$ cat config.mk
export PLATFORM = sky130hd
export DESIGN_NAME = alu_issue_ctrl_flat
export DESIGN_NICKNAME = d
export VERILOG_FILES = /design/src/rtl/alu_issue_ctrl_if.sv /design/src/rtl/alu_issue_ctrl.sv /design/src/flat_wrapper.sv
export SDC_FILE = /design/constraint.sdc
export NUM_CORES = 1
export LEC_CHECK = 0
export CAP_MARGIN = 40
export CORE_MARGIN = 2
export CORE_UTILIZATION = 37
export DETAILED_ROUTE_END_ITERATION = 7
export PLACE_DENSITY = 0.74
export SETUP_SLACK_MARGIN = 0.15
export SKIP_CTS_REPAIR_TIMING = 1
export SLEW_MARGIN = 40
export SYNTH_ARGS = -nofsm -noshare
export SYNTH_HDL_FRONTEND = slang
export SYNTH_SLANG_ARGS = --single-unit
export TNS_END_PERCENT = 5
$ cat constraint.sdc
create_clock -name clk -period 1.69 [get_ports clk]
set_input_delay 0.169 -clock clk [delete_from_list [all_inputs] [get_ports clk]]
set_output_delay 0.169 -clock clk [all_outputs]
set_load 0.02 [all_outputs]
$ cat src/rtl/alu_issue_ctrl_if.sv
// Request, response and MIPSALU-side signals of the ALU issue controller.
// The slave modport is the controller; the master modport is its environment.
interface alu_issue_ctrl_if #(
  parameter int unsigned DATA_W = 32
);
  logic              req_valid;
  logic              req_ready;
  logic [1:0]        req_aluop;
  logic [5:0]        req_funct;
  logic [DATA_W-1:0] req_a;
  logic [DATA_W-1:0] req_b;

  logic [3:0]        alu_ctl;
  logic [DATA_W-1:0] alu_a;
  logic [DATA_W-1:0] alu_b;
  logic [DATA_W-1:0] alu_out;
  logic              alu_zero;

  logic              rsp_valid;
  logic              rsp_ready;
  logic [DATA_W-1:0] rsp_result;
  logic              rsp_zero;
  logic              rsp_illegal;

  modport slave (
    input  req_valid, req_aluop, req_funct, req_a, req_b,
    input  alu_out, alu_zero, rsp_ready,
    output req_ready, alu_ctl, alu_a, alu_b,
    output rsp_valid, rsp_result, rsp_zero, rsp_illegal
  );

  modport master (
    output req_valid, req_aluop, req_funct, req_a, req_b,
    output alu_out, alu_zero, rsp_ready,
    input  req_ready, alu_ctl, alu_a, alu_b,
    input  rsp_valid, rsp_result, rsp_zero, rsp_illegal
  );
endinterface

$ cat src/rtl/alu_issue_ctrl.sv
// Issues one decoded ALU operation per handshake to an external combinational MIPSALU
// and returns the captured result on a valid/ready response channel.
module alu_issue_ctrl #(
  parameter int unsigned DATA_W  = 32,
  parameter int unsigned COUNT_W = 16
) (
  input  logic               clk,
  input  logic               rst_n,
  alu_issue_ctrl_if.slave    bus,
  output logic [COUNT_W-1:0] ops_done
);

  localparam int unsigned CTL_W = 4;

  typedef enum logic [1:0] {
    IDLE = 2'd0,
    EXEC = 2'd1,
    RESP = 2'd2
  } state_t;

  state_t           state_q;
  state_t           state_d;
  logic [CTL_W-1:0] dec_ctl;
  logic             dec_legal;
  logic             accept;
  logic             consume;

  // ALUOp/funct to ALUctl decode; anything unlisted is illegal
  always_comb begin
    dec_ctl   = CTL_W'(0);
    dec_legal = 1'b0;
    case (bus.req_aluop)
      2'b00: begin dec_ctl = 4'b0010; dec_legal = 1'b1; end
      2'b01: begin dec_ctl = 4'b0110; dec_legal = 1'b1; end
      2'b10: begin
        case (bus.req_funct)
          6'h20: begin dec_ctl = 4'b0010; dec_legal = 1'b1; end
          6'h22: begin dec_ctl = 4'b0110; dec_legal = 1'b1; end
          6'h24: begin dec_ctl = 4'b0000; dec_legal = 1'b1; end
          6'h25: begin dec_ctl = 4'b0001; dec_legal = 1'b1; end
          6'h27: begin dec_ctl = 4'b1100; dec_legal = 1'b1; end
          6'h2A: begin dec_ctl = 4'b0111; dec_legal = 1'b1; end
          default: ;
        endcase
      end
      default: ;
    endcase
  end

  always_ff @(posedge clk or negedge rst_n) begin
    if (!rst_n) state_q <= IDLE;
    else        state_q <= state_d;
  end

  // req_ready is high exactly in IDLE, so req_valid alone qualifies an accept there
  always_comb begin
    state_d = state_q;
    accept  = 1'b0;
    consume = 1'b0;
    case (state_q)
      IDLE: begin
        if (bus.req_valid) begin
          accept  = 1'b1;
          state_d = dec_legal ? EXEC : RESP;
        end
      end
      EXEC: state_d = RESP;
      RESP: begin
        if (bus.rsp_ready) begin
          consume = 1'b1;
          state_d = IDLE;
        end
      end
      default: state_d = IDLE;
    endcase
  end

  // Registered outputs; handshake flags track the next state so they are valid from the edge
  always_ff @(posedge clk or negedge rst_n) begin
    if (!rst_n) begin
      bus.req_ready   <= 1'b1;
      bus.rsp_valid   <= 1'b0;
      bus.alu_ctl     <= CTL_W'(0);
      bus.alu_a       <= DATA_W'(0);
      bus.alu_b       <= DATA_W'(0);
      bus.rsp_result  <= DATA_W'(0);
      bus.rsp_zero    <= 1'b0;
      bus.rsp_illegal <= 1'b0;
      ops_done        <= COUNT_W'(0);
    end else begin
      bus.req_ready <= (state_d == IDLE);
      bus.rsp_valid <= (state_d == RESP);

      if (accept && dec_legal) begin
        bus.alu_ctl <= dec_ctl;
        bus.alu_a   <= bus.req_a;
        bus.alu_b   <= bus.req_b;
      end

      if (accept && !dec_legal) begin
        bus.rsp_result  <= DATA_W'(0);
        bus.rsp_zero    <= 1'b0;
        bus.rsp_illegal <= 1'b1;
      end

      // ALU inputs have been stable for the whole EXEC cycle
      if (state_q == EXEC) begin
        bus.rsp_result  <= bus.alu_out;
        bus.rsp_zero    <= bus.alu_zero;
        bus.rsp_illegal <= 1'b0;
      end

      if (consume && (ops_done != {COUNT_W{1'b1}}))
        ops_done <= ops_done + COUNT_W'(1);
    end
  end

endmodule

$ cat src/flat_wrapper.sv
// flat-port wrapper written by rule: the top's interface ports become plain ports
module alu_issue_ctrl_flat 
#(
  parameter int unsigned DATA_W  = 32,
  parameter int unsigned COUNT_W = 16
)
  (clk, rst_n, ops_done, bus_req_valid, bus_req_aluop, bus_req_funct, bus_req_a, bus_req_b, bus_alu_out, bus_alu_zero, bus_rsp_ready, bus_req_ready, bus_alu_ctl, bus_alu_a, bus_alu_b, bus_rsp_valid, bus_rsp_result, bus_rsp_zero, bus_rsp_illegal);
  alu_issue_ctrl_if #(.DATA_W(DATA_W)) bus_i ();
  input  logic clk;
  input  logic rst_n;
  output logic [COUNT_W-1:0] ops_done;
  input wire logic [$bits(bus_i.req_valid)-1:0] bus_req_valid;
  input wire logic [$bits(bus_i.req_aluop)-1:0] bus_req_aluop;
  input wire logic [$bits(bus_i.req_funct)-1:0] bus_req_funct;
  input wire logic [$bits(bus_i.req_a)-1:0] bus_req_a;
  input wire logic [$bits(bus_i.req_b)-1:0] bus_req_b;
  input wire logic [$bits(bus_i.alu_out)-1:0] bus_alu_out;
  input wire logic [$bits(bus_i.alu_zero)-1:0] bus_alu_zero;
  input wire logic [$bits(bus_i.rsp_ready)-1:0] bus_rsp_ready;
  output wire logic [$bits(bus_i.req_ready)-1:0] bus_req_ready;
  output wire logic [$bits(bus_i.alu_ctl)-1:0] bus_alu_ctl;
  output wire logic [$bits(bus_i.alu_a)-1:0] bus_alu_a;
  output wire logic [$bits(bus_i.alu_b)-1:0] bus_alu_b;
  output wire logic [$bits(bus_i.rsp_valid)-1:0] bus_rsp_valid;
  output wire logic [$bits(bus_i.rsp_result)-1:0] bus_rsp_result;
  output wire logic [$bits(bus_i.rsp_zero)-1:0] bus_rsp_zero;
  output wire logic [$bits(bus_i.rsp_illegal)-1:0] bus_rsp_illegal;
  assign bus_i.req_valid = bus_req_valid;
  assign bus_i.req_aluop = bus_req_aluop;
  assign bus_i.req_funct = bus_req_funct;
  assign bus_i.req_a = bus_req_a;
  assign bus_i.req_b = bus_req_b;
  assign bus_i.alu_out = bus_alu_out;
  assign bus_i.alu_zero = bus_alu_zero;
  assign bus_i.rsp_ready = bus_rsp_ready;
  assign bus_req_ready = bus_i.req_ready;
  assign bus_alu_ctl = bus_i.alu_ctl;
  assign bus_alu_a = bus_i.alu_a;
  assign bus_alu_b = bus_i.alu_b;
  assign bus_rsp_valid = bus_i.rsp_valid;
  assign bus_rsp_result = bus_i.rsp_result;
  assign bus_rsp_zero = bus_i.rsp_zero;
  assign bus_rsp_illegal = bus_i.rsp_illegal;
  alu_issue_ctrl #(.DATA_W(DATA_W), .COUNT_W(COUNT_W)) u_core (.clk(clk), .rst_n(rst_n), .bus(bus_i), .ops_done(ops_done));
endmodule
==> key figures <==
Detailed routing
  – Drt first pass iters: 4
  – DR vias: 4239
  – Post-route ant nets: 0
  – Remaining DRCs: 0
  – Wirelength, routed: 15080 um
  – Via/cell ratio: 4.878
  – Iter 0 DRT Violations: 164
  – Wire per inst: 17.35 um

STA
  – Final Hold Viols: 0
  – Worst-Margin Slew: 0.3517 ns
  – Final setup violation count: 0
  – Tcrit/Tclk final: 0.9844
  – Final worst path period need: 1.664 ns
  – Max frequency: 0.6011 GHz
  – Slew Viols, Final: 0
  – RSZ-0062 raised after global routing: yes
  – Worst Clk Skew: 0.008686 ns
  – Slew headroom: 0.7655

Worst setup path
  – Kind of critical path: reg2reg
  – Crit path buf inv count: 0
  – Worst Setup End Kind: flop
  – Critical-path top delay cell: or4_4
  – CP Cell Sequence: nand4_1 -> or4_4 -> and2_4 -> mux2_4
  – WP data arrival: 1.95 ns
  – CP peak stage delay: 0.54 ns
  – Critical path startpoint category: flop
  – Crit path max fanout: 5
  – Delay-heaviest family, CP: simple AND/OR/NAND/NOR gates
  – R2R setup slack: 0.03 ns
  – Critical Path RT: 1.98 ns
  – CP startpoint: u_core.ops_done[15]
  – Reg2reg start: u_core.ops_done[15]

Synthesis
  – Ys async rst share: 1.000
  – Post-synthesis simple-gate area fraction: 0.1199
  – Multiplexer share of the synthesized area: 0.1592
  – Synth cell types: 46
  – Cells after synthesis: 403
  – Seq/Total Area, Yosys: 0.6159
  – Mapped Area: 4959 sq um
  – Main combinational cell family by area after synthesis: multiplexers
  – Synth warn: 0
  – Main flop type after synthesis: dfrtp_1
  – Synth Area in Adders: 0.002523
  – Post-synthesis compound-gate area fraction: 0.06157
  – Post-synth EDFFs: 0
  – Syn Area/Cell: 12.30 sq um
  – Yosys reg bits: 122
  – Net Count, Synth: 513
  – Post-Synth XOR/XNOR Area: 0.01766

Global route
  – GRT overflow: 0
  – Vias in the first global route: 4387
  – First-pass GRT wire length: 21400 um
  – Total GRT Usage: 0.1904
  – Initial antenna violation count: 0
  – Largest net degree at the start of global routing: 66

Die
  – Die Y: 119.8 um
  – Num rows: 42
  – Initial Util: 0.3759
  – Die X: 119.8 um
  – # IOs: 229
  – Core area: 13190 sq um
  – Die Area: 14340 sq um

Power and ir drop
  – LEAKAGE: 5.095 nW
  – Worst VDD drop: 0.0009436 V
  – Power consumption: 14.39 mW
  – P per Cell Area: 1576 nW/um^2

Clock network
  – Clock tree buffer depth: 2
  – Worst-path clk slew: 0.06 ns
  – CTS H-Tree Depth: 4
  – Root buffer cell: clkbuf_16
  – Clock tree sinks: 122
  – CTS Buf Count: 17
  – Clk_lat worst skew: 0.41 ns
  – TritonCTS clock tree: yes

Place
  – RePlAce Congestion: 0.8300
  – Final HPWL DP: 9990 um
  – Placed Area: 7750 sq um
  – Buffers on Ports: 228

Final layout
  – Area growth from synthesis to layout: 84.10%
  – Antenna Cells: 0
  – Cell area after layout: 9129 sq um
  – Share of post-route cells with drive strength above 1: 0.2655
  – Nets: 790

Hold path
  – Hold Path Class: in2async

Job
  – Max Cap Viol: 0

Outcome
  – Outcome: completed
-- metal layers --
| layer | track usage | part of all wire | vias up | routed length [um] |
|---|---|---|---|---|
| met3 | 0.07272 | 0.080 | 29 | 1208 |
| met4 | 0.08162 | 0.026 | 0 | 390 |
| met5 | 0 | 0 | - | 0 |
| met1 | 0.2139 | 0.39 | 2071 | 5885 |
| li1 | - | - | 1960 | - |
| met2 | 0.3232 | 0.50 | 179 | 7593 |
-- cells in the mapped netlist (all sizes together) (3+ instances only) --
library cell  number  area [sq um]
mux2              68         769.5
and3               7         43.79
nand2             74         277.8
dfrtp            121          3028
o21ai              3         15.01
nor3               3         15.01
nor2               7         26.28
nand4             10         62.56
nand3              6         30.03
clkbuf             9         33.78
xnor2              9         78.83
buf               12         73.82
a21oi             38         193.9
or3                3         18.77
-- flip-flops by register name (all words and copies together), names as in the netlist --
register                count
u_core.bus.alu_b           32
u_core.bus.rsp_valid        1
u_core.state_q              2
u_core.bus.req_ready        1
u_core.bus.rsp_result      32
u_core.bus.alu_ctl          4
u_core.bus.rsp_zero         1
u_core.ops_done            16
u_core.bus.alu_a           32
u_core.bus.rsp_illegal      1
-- report_power, final --
| group | internal, mW | switching, mW | leakage, nW |
|---|---|---|---|
| sequential | 3.98 | 0.591 | 1.50 |
| clock | 2.62 | 1.33 | 0.313 |
| combinational | 3.16 | 2.71 | 3.29 |
-- cell type report --
class                   count  area [sq um]
clock buffers              17         425.4
clock inverters            15         224.0
fillers                   879          4061
inverters                   2         7.507
multi-input cells         258          2105
flip-flops and latches    122          3070
well taps                 176         220.2
repair buffers            279          3077
-- per-stage QoR --
stage               setup TNS [ns]  utilization  instances  setup WS [ns]  hold WS [ns]
CTS                         -1.497       0.6368        858       -0.04034       -0.3366
floorplan                  -0.1082            -        403        -0.1082       -0.1266
global route               -0.2906       0.6921        869       -0.01839        0.2333
global placement            -35.60       0.5876        826        -0.4274       0.09227
detailed placement          -39.10       0.5876        826        -0.4764       0.09704
finish                           0       0.6921        869        0.02641        0.2114
-- final timing paths --
| path | endpoint | cells after the start |
|---|---|---|
| max in group asynchronous | u_core.bus.alu_a[14] | 3 |
| min in group clk | u_core.bus.rsp_result[30] | 3 |
| hold / removal | u_core.ops_done[11] | 2 |
| setup / recovery | u_core.ops_done[1] | 4 |
| setup reg to reg | u_core.ops_done[1] | 4 |
| hold reg to reg | u_core.bus.rsp_illegal | 1 |
-- layout by cell type, fill, tap and decap left out, drive strengths merged, types with 2 or more instances in the layout --
cell type      instances
and3b                  2
a22oi                  2
xnor2                  9
nand2                 74
a21oi                 38
nor2b                  2
nor2                   7
clkbuf                21
a211o                  2
o21ai                  3
and3                   7
nand3                  6
buf                   47
nand4                 10
inv                    3
mux2                  68
clkinvlp               2
clkdlybuf4s50        123
or3                    3
mux2i                  2
nand3b                 2
clkinv                 7
dlymetal6s2s         104
and2                   2
nor3                   3
dfrtp                121
bufinv                 5
-- kinds of logic after synthesis --
family | Yosys count
compound gates | 52
simple gates | 125
mux | 70
fa+ha+maj | 1
flops | 122
xor+xnor | 10
buf+inv | 23
No activity file was read; power rests on OpenSTA's default activity.
